===== config.mk =====
export PLATFORM = sky130hd
export DESIGN_NAME = counter_step_sequencer
export DESIGN_NICKNAME = d
export VERILOG_FILES = /design/src/rtl/counter_pkg.sv /design/src/rtl/mod_pos_tracker.sv /design/src/rtl/counter_step_sequencer.sv
export SDC_FILE = /design/constraint.sdc
export NUM_CORES = 1
export LEC_CHECK = 0
export CAP_MARGIN = 20
export CORE_MARGIN = 4
export CORE_UTILIZATION = 45
export CTS_BUF_LIST = sky130_fd_sc_hd__clkbuf_8
export CTS_CLUSTER_DIAMETER = 80
export CTS_CLUSTER_SIZE = 8
export DETAILED_ROUTE_END_ITERATION = 10
export HOLD_SLACK_MARGIN = 0.02
export PLACE_DENSITY = 0.73
export SLEW_MARGIN = 20
export SYNTH_ARGS = -nofsm -noshare
export SYNTH_HDL_FRONTEND = slang
export SYNTH_SLANG_ARGS = --single-unit

===== constraint.sdc =====
create_clock -name clk -period 2.4 [get_ports clk]
set_clock_uncertainty 0.15 [all_clocks]
set_input_delay 0.36 -clock clk [delete_from_list [all_inputs] [get_ports clk]]
set_output_delay 0.36 -clock clk [all_outputs]
set_load 0.03 [all_outputs]

===== src/rtl/counter_pkg.sv =====
`default_nettype none
// ============================================================================
//  Module      : counter_pkg
//  Description : Shared types and position-wrap helper for the step sequencer
//                and the mod-MOD up/down counter it drives.
//  Revision    : 1.0  initial release
// ============================================================================
package counter_pkg;

    typedef enum logic [1:0] {
        ST_IDLE = 2'd0,
        ST_STEP = 2'd1,
        ST_GAP  = 2'd2,
        ST_DONE = 2'd3
    } seq_state_t;

    localparam int DEFAULT_MOD = 5;
    localparam int POS_FN_W    = 16;

    // Next position of a 1..mod ring; holds the counter's own wrap rule.
    function automatic logic [POS_FN_W-1:0] pos_next_f(
        input logic [POS_FN_W-1:0] pos,
        input logic                up,
        input int                  mod
    );
        logic [POS_FN_W-1:0] r_mod;
        logic [POS_FN_W-1:0] w_res;
        r_mod = POS_FN_W'(mod);
        if (up) begin
            w_res = (pos >= r_mod) ? POS_FN_W'(1) : pos + POS_FN_W'(1);
        end else begin
            w_res = (pos <= POS_FN_W'(1)) ? r_mod : pos - POS_FN_W'(1);
        end
        return w_res;
    endfunction

endpackage
`default_nettype wire


===== src/rtl/mod_pos_tracker.sv =====
`default_nettype none
// ============================================================================
//  Module      : mod_pos_tracker
//  Description : Synchronous mod-MOD up/down position register, range 1..MOD.
//  Revision    : 1.0  initial release
// ============================================================================
module mod_pos_tracker
    import counter_pkg::*;
#(
    parameter int MOD = DEFAULT_MOD,
    parameter int W   = $clog2(MOD + 1)
) (
    input  logic         clk,
    input  logic         rst,
    input  logic         ena,
    input  logic         up,
    output logic [W-1:0] pos
);

    logic [W-1:0] r_pos;

    always_ff @(posedge clk) begin
        if (rst) begin
            r_pos <= W'(1);
        end else if (ena) begin
            r_pos <= W'(pos_next_f(POS_FN_W'(r_pos), up, MOD));
        end
    end

    assign pos = r_pos;

endmodule
`default_nettype wire


===== src/rtl/counter_step_sequencer.sv =====
`default_nettype none
// ============================================================================
//  Module      : counter_step_sequencer
//  Description : Moore sequencer issuing spaced ena pulses to a mod-MOD
//                up/down counter, with shadow position, abort and done.
//  Revision    : 1.0  initial release
// ============================================================================
module counter_step_sequencer
    import counter_pkg::*;
#(
    parameter int MOD    = DEFAULT_MOD,
    parameter int STEP_W = 4,
    parameter int GAP    = 1,
    localparam int POS_W = $clog2(MOD + 1)
) (
    input  logic              clk,
    input  logic              rst,
    input  logic              cmd_valid,
    output logic              cmd_ready,
    input  logic              cmd_up,
    input  logic [STEP_W-1:0] cmd_steps,
    input  logic              abort,
    output logic              ena,
    output logic              up,
    output logic [POS_W-1:0]  pos,
    output logic              busy,
    output logic              done,
    output logic              aborted
);

    localparam int C_GAP_W = (GAP < 2) ? 1 : $clog2(GAP + 1);

    seq_state_t          r_state;
    seq_state_t          w_state_nxt;
    logic [STEP_W-1:0]   r_rem;
    logic [C_GAP_W-1:0]  r_gap;
    logic                r_dir;
    logic                r_aborted;
    logic                w_accept;
    logic                w_abort_end;

    assign w_accept = cmd_valid & cmd_ready;

    always_comb begin
        w_state_nxt = r_state;
        w_abort_end = 1'b0;
        case (r_state)
            ST_IDLE: begin
                if (w_accept) begin
                    w_state_nxt = (cmd_steps == '0) ? ST_DONE : ST_STEP;
                end
            end
            ST_STEP: begin
                // Finishing the last step wins over a simultaneous abort.
                if (r_rem <= STEP_W'(1)) begin
                    w_state_nxt = ST_DONE;
                end else if (abort) begin
                    w_state_nxt = ST_DONE;
                    w_abort_end = 1'b1;
                end else if (GAP > 0) begin
                    w_state_nxt = ST_GAP;
                end else begin
                    w_state_nxt = ST_STEP;
                end
            end
            ST_GAP: begin
                if (abort) begin
                    w_state_nxt = ST_DONE;
                    w_abort_end = 1'b1;
                end else if (r_gap <= C_GAP_W'(1)) begin
                    w_state_nxt = ST_STEP;
                end
            end
            ST_DONE: begin
                w_state_nxt = ST_IDLE;
            end
            default: begin
                w_state_nxt = ST_IDLE;
            end
        endcase
    end

    always_ff @(posedge clk) begin
        if (rst) begin
            r_state   <= ST_IDLE;
            r_rem     <= '0;
            r_gap     <= '0;
            r_dir     <= 1'b0;
            r_aborted <= 1'b0;
        end else begin
            r_state <= w_state_nxt;
            case (r_state)
                ST_IDLE: begin
                    if (w_accept) begin
                        r_rem <= cmd_steps;
                        r_dir <= cmd_up;
                    end
                end
                ST_STEP: begin
                    if (r_rem != '0) begin
                        r_rem <= r_rem - STEP_W'(1);
                    end
                    r_gap <= C_GAP_W'(GAP);
                end
                ST_GAP: begin
                    if (r_gap != '0) begin
                        r_gap <= r_gap - C_GAP_W'(1);
                    end
                end
                default: begin
                end
            endcase
            if (w_state_nxt == ST_DONE) begin
                r_aborted <= w_abort_end;
            end
        end
    end

    // Ready is masked while rst is held so nothing is accepted during reset.
    assign cmd_ready = (r_state == ST_IDLE) & ~rst;
    assign ena       = (r_state == ST_STEP);
    assign busy      = (r_state != ST_IDLE);
    assign done      = (r_state == ST_DONE);
    assign aborted   = done & r_aborted;
    assign up        = busy & r_dir;

    mod_pos_tracker #(
        .MOD (MOD),
        .W   (POS_W)
    ) u_pos (
        .clk (clk),
        .rst (rst),
        .ena (ena),
        .up  (up),
        .pos (pos)
    );

endmodule
`default_nettype wire


==> run summary, run 1 <==
# IOs -> 18
Root Buffer -> clkbuf_8
Ys Warns -> 0
multi-input logic area -> 526 µm²
TritonCTS Buffers -> 3
initial antenna violation count -> 0
global-route wire length before repair -> 2880 µm
fraction of layout cells with a size suffix above 1 -> 0.0976
Post-layout nets -> 143
via count -> 787
Chip Width -> 50.3 µm
Crit path required time -> 1.89 ns
CTS tree -> yes
syn nets -> 121
Least-Margin Pin Slew -> 0.380 ns
register bit total from synthesis -> 11
Arrival @ worst endpoint -> 1.75 ns
hold crit path type -> flop to flop
n_diodes -> 0
number of vias per cell -> 5.32
mean cell area of the mapped netlist -> 7.90 µm²
grt peak-use layer -> met2
latest clock arrival within the worst-skew pair -> 0.24 ns
global routing met3 resource utilization -> 0.0356
RSZ-0062 raised after global routing -> no
CTS Hold Buffers Added -> 0
Worst VDD drop -> 0.897 mV
port bufs -> 17
DR iter-0 viols -> 19
Max Slew Vio Count -> 0
Total Routing Usage GR -> 0.151
Layout area overhead -> 31.8%
crit path capture type -> output pin
Post-Route Setup TNS -> 0 ns
sequential-to-total area share from yosys stat -> 0.273
Initial DRT Pass Iterations -> 5
gpl congestion -> 0.813
WL final -> 1840 µm
Final setup violation count -> 0
Syn Std Cell Area -> 806 µm²
largest net degree at the start of global routing -> 17
headroom to the max-slew limit -> 0.744
WL/cell -> 12.4 µm
die area -> 0.00253 mm²
Pwr Density -> 1180 mW/mm²
Setup Crit Path Kind -> flop to output pin
Internal Power -> 678 µW
Max Cap Violations -> 0
CP startpoint kind -> flop
met1 usage -> 0.170
Power, Total -> 1.25 mW
Worst Min Path Start -> r_dir
Cell variety after synth -> 34
DRC viols -> 0
clock group share of total power -> 0.148
final worst-path cycle share -> 0.940
postcts setup bufs -> 0
P_sw -> 571 µW
Fill cells -> 160
Sink Count -> 11
remaining global-route overflow -> 0
Sw Share -> 0.457
hpwl dp -> 1420 µm
Initial Util -> 0.472
Sequential Area -> 220 µm²
final cell count without fillers -> 148
slack of the worst reg-to-reg path -> 0.53 ns
Flop pwr share -> 0.233
GRT met2 Usage -> 0.259
cell leakage power -> 0.434 nW
vias in the first global route -> 670
FMAX -> 0.443 GHz
fin crit period -> 2.26 ns
final hold vios -> 0
Mapped Cells -> 102
placed cell count -> 144
H-tree depth -> 1
Row Count -> 15
# resized after CTS -> 0
reg2reg start -> r_state[1]
Die Y-Extent -> 50.3 µm
Crit Path Max Fanout -> 4
antenna-violating nets left -> 0
Clock Tree Buf Depth -> 2
CTS clk-pin slew, worst paths -> 0.05 ns
power share of the combinational group -> 0.619
core box area -> 0.00171 mm²
Crit. Startpoint -> r_state[1]
run status -> completed
cell type report:
cell class,instances,share of cell area
inverters,10,0.0353
clock inverters,1,0.00353
multi-input cells,77,0.495
flip-flops and latches,11,0.207
repair buffers,21,0.191
clock buffers,3,0.0389
well taps,25,0.0294
worst max-delay path: stages, from the launching register on:
cell and delay [ns]:
dfxtp_1 0.34, inv_1 0.11, ha_1 0.23, inv_1 0.07
nor2_1 0.08, clkdlybuf4s50_1 0.67
state kept, by name (all words and copies together) (netlist names):
signal,flops
u_pos.pos,3
r_aborted,1
r_rem,4
r_state,2
r_dir,1
cells by family after synthesis:
| kind of cell | after synthesis | share of synthesized area |
|---|---|---|
| compound gates | 27 | 0.224 |
| xor+xnor | 1 | 0.0109 |
| fa+ha+maj | 10 | 0.155 |
| buf+inv | 14 | 0.0745 |
| flops | 11 | 0.273 |
| mux | 1 | 0.0124 |
| simple gates | 38 | 0.250 |
routing by layer:
layer	vias to the layer above	wire (µm)
met1	365	829
met3	4	89
met5	-	0
met4	0	22
met2	23	895
li1	395	-
placed cells by master (no fill, tap or decap), drive strengths merged, types with 2 or more instances in the layout:
cell | synthesis | layout
clkdlybuf4s50 | 0 | 16
dfxtp | 11 | 11
nand3b | 2 | 2
a21oi | 8 | 8
nor3b | 2 | 2
nor3 | 4 | 4
a22oi | 2 | 2
o21ai | 9 | 9
inv | 10 | 11
nand2b | 2 | 2
ha | 10 | 10
nor2 | 9 | 9
nand2 | 7 | 7
a211oi | 3 | 3
buf | 1 | 4
nor2b | 4 | 4
clkbuf | 3 | 3
synth_stat cells:
| library cell | number | area [µm²] |
|---|---|---|
| a22oi_1 | 2 | 15.0 |
| clkbuf_1 | 3 | 11.3 |
| xnor2_1 | 1 | 8.76 |
| and3_1 | 1 | 6.26 |
| or4_1 | 1 | 7.51 |
| mux2i_1 | 1 | 10.0 |
| o22a_2 | 1 | 10.0 |
| and3b_1 | 1 | 8.76 |
| nor4_1 | 1 | 6.26 |
| a211o_1 | 1 | 8.76 |
| and2_1 | 1 | 6.26 |
| or2_2 | 1 | 6.26 |
| inv_1 | 10 | 37.5 |
| nor2b_1 | 4 | 25.0 |
| nand4_1 | 1 | 6.26 |
| a311oi_2 | 1 | 15.0 |
| a21oi_1 | 7 | 35.0 |
| nor2_1 | 9 | 33.8 |
| buf_6 | 1 | 11.3 |
| a31oi_1 | 1 | 6.26 |
| a211oi_1 | 2 | 15.0 |
| nand2_1 | 7 | 26.3 |
| or3_1 | 1 | 6.26 |
| dfxtp_1 | 11 | 220 |
| a31o_1 | 1 | 8.76 |
| nor3b_1 | 2 | 15.0 |
| nand2b_1 | 2 | 12.5 |
| a21oi_2 | 1 | 8.76 |
| o21ai_1 | 4 | 20.0 |
| a211oi_2 | 1 | 12.5 |
| nand3b_1 | 2 | 15.0 |
| ha_1 | 10 | 125 |
| nor3_1 | 4 | 20.0 |
| o21ai_0 | 5 | 25.0 |
power groups by stage:
stage	clock network, mW	logic [mW]	registers (mW)
finish	0.185	0.774	0.291
global route	0.199	0.845	0.300
CTS	0.188	0.773	0.290
detailed placement	0	0.768	0.294
global placement	0	0.753	0.293
floorplan	0	0.556	0.298
through the flow:
step,utilization,cell area [µm²],setup slack (ns),hold WS [ns]
floorplan,-,806,0.487,0.287
global placement,0.594,1010,0.261,0.300
detailed placement,0.594,1010,0.273,0.337
CTS,0.621,1060,0.0695,0.344
global route,0.622,1060,0.0383,0.370
finish,0.622,1060,0.144,0.340
path summary, 6_finish.rpt:
kind	endpoint	cells after the start
hold reg to reg	r_dir	2
setup / recovery	cmd_ready	5
setup reg to reg	r_rem[0]	7
hold / removal	r_dir	2
No activity file was read; power rests on OpenSTA's default activity.
==> inputs of run 2 (changes only) <==
CORE_UTILIZATION = 51   (was 45)
PLACE_DENSITY = 0.81   (was 0.73)
==> run summary, run 2 (same netlist as run 1, synthesis figures left out) <==
run status -> completed
Crit path required time -> 1.89 ns (about the same)
hold crit path type -> flop to flop
final cell count without fillers -> 138 (-6.8%)
final worst-path cycle share -> 0.968 (+0.0286)
RSZ-0062 raised after global routing -> no
via count -> 762 (-3.2%)
CTS Hold Buffers Added -> 0 (unchanged)
final hold slack -> 0.317 ns (-0.0225 ns)
Worst Min Path Start -> r_dir
Pwr Density -> 1200 mW/mm² (+1.8%)
CTS tree -> yes
fraction of layout cells with a size suffix above 1 -> 0.0902 (-0.00740)
FMAX -> 0.430 GHz (-2.9%)
remaining global-route overflow -> 0 (unchanged)
Layout area overhead -> 29.2%
# resized after CTS -> 0 (unchanged)
Setup Crit Path Kind -> flop to output pin
hpwl dp -> 1330 µm (-6.6%)
gpl congestion -> 0.807 (-0.68%)
hold depth -> 2 (unchanged)
postcts setup bufs -> 0 (unchanged)
Post-layout nets -> 142 (-0.70%)
Root Buffer -> clkbuf_8
FF-to-FF path depth -> 7 (unchanged)
Max Slew Vio Count -> 0 (unchanged)
commonest non-fill, non-tap cell in the layout -> clkdlybuf4s50_1
DRC viols -> 0 (unchanged)
fin crit period -> 2.32 ns (+0.0685 ns)
headroom to the max-slew limit -> 0.760 (+0.0159)
Chip Width -> 47.8 µm (-5.1%)
Biggest register -> r_rem
largest registers -> r_rem x4, u_pos.pos x3, r_state x2
Total Routing Usage GR -> 0.182 (+0.0313)
antenna-violating nets left -> 0 (unchanged)
Largest register FFs -> 4 (unchanged)
Max Cap Violations -> 0 (unchanged)
Clock Tree Buf Depth -> 2 (unchanged)
Final Util -> 0.691 (+0.0691)
Least-Margin Pin Slew -> 0.356 ns (-0.0236 ns)
Crit. Startpoint -> r_state[0]
CTS clk-pin slew, worst paths -> 0.05 ns (about the same)
DR iter-0 viols -> 7 (-12)
Post-Route Setup TNS -> 0 ns (unchanged)
vias in the first global route -> 689 (+2.8%)
port bufs -> 17 (unchanged)
Sink Count -> 11 (unchanged)
commonest non-fill, non-tap cells in the layout -> clkdlybuf4s50_1, inv_1, dfxtp_1
Fill cells -> 122 (-24%)
Worst VDD drop -> 0.814 mV (-9.2%)
number of vias per cell -> 5.52 (+3.8%)
CP startpoint kind -> flop
Row Count -> 14 (-1)
n_diodes -> 0 (unchanged)
placed cell count -> 134 (-6.9%)
Final setup violation count -> 0 (unchanged)
Die Y-Extent -> 47.8 µm (-5.1%)
# IOs -> 18 (unchanged)
WL/cell -> 12.8 µm (+3.4%)
cell leakage power -> 0.411 nW (-5.2%)
core box area -> 0.00151 mm² (-12%)
slack of the worst reg-to-reg path -> 0.55 ns (+0.02 ns)
initial antenna violation count -> 0 (unchanged)
reg2reg start -> r_state[0]
final hold vios -> 0 (unchanged)
die area -> 0.00228 mm² (-9.9%)
Crit Path Max Fanout -> 4 (unchanged)
crit path capture type -> output pin
global-route wire length before repair -> 2770 µm (-3.8%)
largest net degree at the start of global routing -> 17 (unchanged)
Arrival @ worst endpoint -> 1.81 ns (+0.06 ns)
TritonCTS Buffers -> 3 (unchanged)
Initial DRT Pass Iterations -> 4 (-1)
Initial Util -> 0.535 (+0.0631)
latest clock arrival within the worst-skew pair -> 0.24 ns (about the same)
WL final -> 1770 µm (-3.6%)
H-tree depth -> 1 (unchanged)
-- run 2: cell count changes in the layout (fill, tap and decap cells not counted), sizes merged --
cell           delta
dlymetal6s2s      -1
clkdlybuf4s50     +1
buf               -1
-- run 2: final cells by class --
class	instances	area [µm²]	share of cell area
sequential	11	220	0.212
multi-input combinational	77	526	0.505
clock inverter	1	3.75	0.00361
tap	16	20.0	0.0192
inverter	10	37.5	0.0361
timing repair buffer	20	193	0.185
clock buffer	3	41.3	0.0397
-- run 2: power by group --
| group | internal [mW] | total, mW | switching [mW] |
|---|---|---|---|
| Sequential | 0.235 | 0.290 | 0.0559 |
| Clock | 0.113 | 0.189 | 0.0761 |
| Combinational | 0.330 | 0.767 | 0.437 |
| Total | 0.677 | 1.25 | 0.570 |
-- run 2: stage by stage --
step	power [mW]	instance area [µm²]	worst slack, ns
3_3_place_gp	1.04	996	0.285
6_report	1.25	1040	0.0758
4_1_cts	1.25	1040	0.0725
2_1_floorplan	0.855	806	0.487
5_1_grt	1.35	1040	0.0172
3_5_place_dp	1.05	996	0.281
-- run 2: layer usage --
metal  up-vias  wire length, µm  global-route usage
met5         -                0                   0
met4         0               51               0.129
met3         5               73              0.0564
met2        18              820               0.298
met1       344              827               0.196
li1        395                -                   -
-- run 2: worst paths after layout --
| path | to |
|---|---|
| max | up |
| min | r_dir |
| max reg2reg | r_aborted |
| min reg2reg | r_dir |
-- run 2: worst max-delay path, cell delays in order (launching register included) --
cell and delay [ns]:
dfxtp_1 0.38, inv_1 0.10, ha_1 0.25, nor2b_1 0.16, clkdlybuf4s50_1 0.69
==> inputs of run 3 (changes only) <==
ABC_AREA = 1   (was unset)
CORE_UTILIZATION = 49   (was 51)
CTS_BUF_LIST = unset   (was sky130_fd_sc_hd__clkbuf_8)
CTS_CLUSTER_DIAMETER = 40   (was 80)
PLACE_DENSITY = 0.78   (was 0.81)
==> run summary, run 3 <==
Chip Width -> 48.8 µm (+2.1%)
share of the synthesized area in the top cell type -> 0.270 (-0.00294)
Row Count -> 14 (unchanged)
Crit path required time -> 1.89 ns (about the same)
Post-layout nets -> 160 (+13%)
Arrival @ worst endpoint -> 1.67 ns (-0.14 ns)
Layout area overhead -> 28.3%
gpl congestion -> 0.824 (+2.1%)
Crit Path Max Fanout -> 4 (unchanged)
Largest register FFs -> 4 (unchanged)
TritonCTS Buffers -> 3 (unchanged)
placed cell count -> 152 (+13%)
delay-heaviest family, CP -> buffers and inverters
commonest non-fill, non-tap cells in the layout -> nand2_1, inv_1, clkdlybuf4s50_1
final cell count without fillers -> 156 (+13%)
Post-Route Setup TNS -> 0 ns (unchanged)
Fill cells -> 136 (+11%)
Synth area leader -> dfxtp_1
H-tree depth -> 1 (unchanged)
Die Y-Extent -> 48.8 µm (+2.1%)
DRC viols -> 0 (unchanged)
Total Routing Usage GR -> 0.161 (-0.0204)
DR iter-0 viols -> 19 (+12)
Sequential Area -> 220 µm² (unchanged)
RSZ-0062 raised after global routing -> no
crit-path most repeated cell -> inv_1
Final setup violation count -> 0 (unchanged)
Post-synth ARST share -> 0 (unchanged)
synth cell count leaders -> nand2_1, inv_1, nor2_1
power share of the combinational group -> 0.643 (+0.028)
largest net degree at the start of global routing -> 13 (-4)
WL/cell -> 11.5 µm (-10%)
largest registers -> r_rem x4, u_pos.pos x3, r_state x2
FMAX -> 0.459 GHz (+6.7%)
Setup Crit Path Kind -> flop to output pin
Sw Share -> 0.495 (+0.0381)
P_sw -> 619 µW (+8.7%)
run status -> completed
WL final -> 1800 µm (+1.5%)
CTS tree -> yes
number of vias per cell -> 5.12 (-7.4%)
worst path cell trace -> inv_1 -> ha_1 -> inv_1 -> nand2_2 -> inv_1 -> dlygate4sd2_1
vias in the first global route -> 736 (+6.8%)
headroom to the max-slew limit -> 0.788 (+0.0275)
hold crit path type -> flop to flop
Root Buffer -> clkbuf_4
most common cell in the synthesized netlist -> nand2_1
remaining global-route overflow -> 0 (unchanged)
Internal Power -> 631 µW (-6.7%)
top post-synthesis cells by area -> dfxtp_1, ha_1, nand2_1, inv_1, nor2_1
Flop pwr share -> 0.249 (+0.016)
WP depth -> 6 (+2)
Sink Count -> 11 (unchanged)
hold depth -> 2 (unchanged)
multi-input logic area -> 522 µm² (-0.71%)
initial antenna violation count -> 0 (unchanged)
cell leakage power -> 0.543 nW (+32%)
slowest CP cell -> dfxtp_1
global-route wire length before repair -> 3040 µm (+9.5%)
Pwr Density -> 1200 mW/mm² (about the same)
fin crit period -> 2.18 ns (-0.146 ns)
clock group share of total power -> 0.108 (-0.044)
sequential-to-total area share from yosys stat -> 0.270 (-0.00294)
Max Slew Vio Count -> 0 (unchanged)
Ys Warns -> 0 (unchanged)
CTS clk-pin slew, worst paths -> 0.08 ns (+0.03 ns)
Synth Flop Type -> dfxtp_1
crit path capture type -> output pin
Syn Std Cell Area -> 815 µm² (+1.1%)
antenna-violating nets left -> 0 (unchanged)
Max Cap Violations -> 0 (unchanged)
latest clock arrival within the worst-skew pair -> 0.28 ns (+0.04 ns)
CP startpoint kind -> flop
Clock Tree Buf Depth -> 2 (unchanged)
fraction of layout cells with a size suffix above 1 -> 0.114 (+0.0241)
hpwl dp -> 1390 µm (+4.6%)
Crit path largest cell delay -> 0.39 ns (-0.30 ns)
Cell variety after synth -> 24 (-29%)
via count -> 798 (+4.7%)
core box area -> 0.00154 mm² (+2.3%)
die area -> 0.00238 mm² (+4.3%)
Buf/Inv on CP -> 4 (+2)
# IOs -> 18 (unchanged)
port bufs -> 17 (unchanged)
n_diodes -> 0 (unchanged)
Biggest register -> r_rem
Initial Util -> 0.528 (-0.00647)
final worst-path cycle share -> 0.908 (-0.0609)
Initial DRT Pass Iterations -> 4 (unchanged)
mean cell area of the mapped netlist -> 6.90 µm² (-13%)
register bit total from synthesis -> 11 (unchanged)
Mapped Cells -> 118 (+16%)
number of synthesized flops with an enable pin -> 0 (unchanged)
Least-Margin Pin Slew -> 0.318 ns (-0.0381 ns)
FF-to-FF path depth -> 9 (+2)
Worst VDD drop -> 0.715 mV (-12%)
syn nets -> 137 (+13%)
commonest non-fill, non-tap cell in the layout -> nand2_1
final hold vios -> 0 (unchanged)
run 3: worst paths after layout:
check,from,to,slack [ns]
worst max-delay path,r_state[0],up,0.22
worst min-delay path,r_dir,r_dir,0.34
worst max register to register,r_state[1],r_rem[3],0.64
worst min register to register,r_dir,r_dir,0.34
run 3: cells by family after synthesis:
family | Yosys count | share of synthesized area
and+or+nand+nor | 51 | 0.280
AOI/OAI and AO/OA | 23 | 0.163
buffers and inverters | 19 | 0.0891
DFF | 11 | 0.270
adders and majority gates | 10 | 0.154
xor gates and xnor gates | 3 | 0.0323
muxes | 1 | 0.0123
run 3: metrics by stage:
stage               hold slack, ns  total power, mW  instance area (µm²)  utilization  worst slack [ns]
finish                       0.339             1.25                 1040        0.678             0.222
global route                 0.356             1.38                 1040        0.678            0.0848
CTS                          0.342             1.26                 1040        0.675            0.0588
detailed placement           0.329             1.12                 1010        0.658             0.156
global placement             0.323             1.10                 1010        0.658             0.161
floorplan                    0.279            0.902                  815            -             0.641
run 3: power groups by stage:
stage	logic (mW)	registers, mW	clock network (mW)
after floorplan	0.569	0.333	0
after CTS	0.813	0.311	0.136
after detailed placement	0.805	0.317	0
final	0.803	0.312	0.135
after global placement	0.792	0.312	0
after global routing	0.909	0.320	0.147
run 3: metal layers:
metal / GRT usage / vias to the layer above / part of all wire
met4: 0.0135 / 0 / 0.0056
met3: 0.0734 / 2 / 0.062
met2: 0.285 / 15 / 0.48
met1: 0.184 / 362 / 0.45
li1: - / 419 / -
met5: 0 / - / 0
run 3: what timing repair did:
item / CTS / global route
gates resized for setup: 1 / 2
hold buffers: 0 / 0
setup endpoints to repair: 1 / 2
setup buffers: 0 / 0
run 3: cell type report:
type | instances | share of cell area
timing repair buffer | 19 | 0.181
inverter | 18 | 0.0647
sequential | 11 | 0.211
tap | 16 | 0.0192
clock buffer | 4 | 0.0251
multi-input combinational | 88 | 0.499
run 3: worst min-delay path, delay by kind of cell, from the launching register on:
family / cells / cell delay [ns]
and+or+nand+nor: 2 / 0.12
DFF: 1 / 0.33
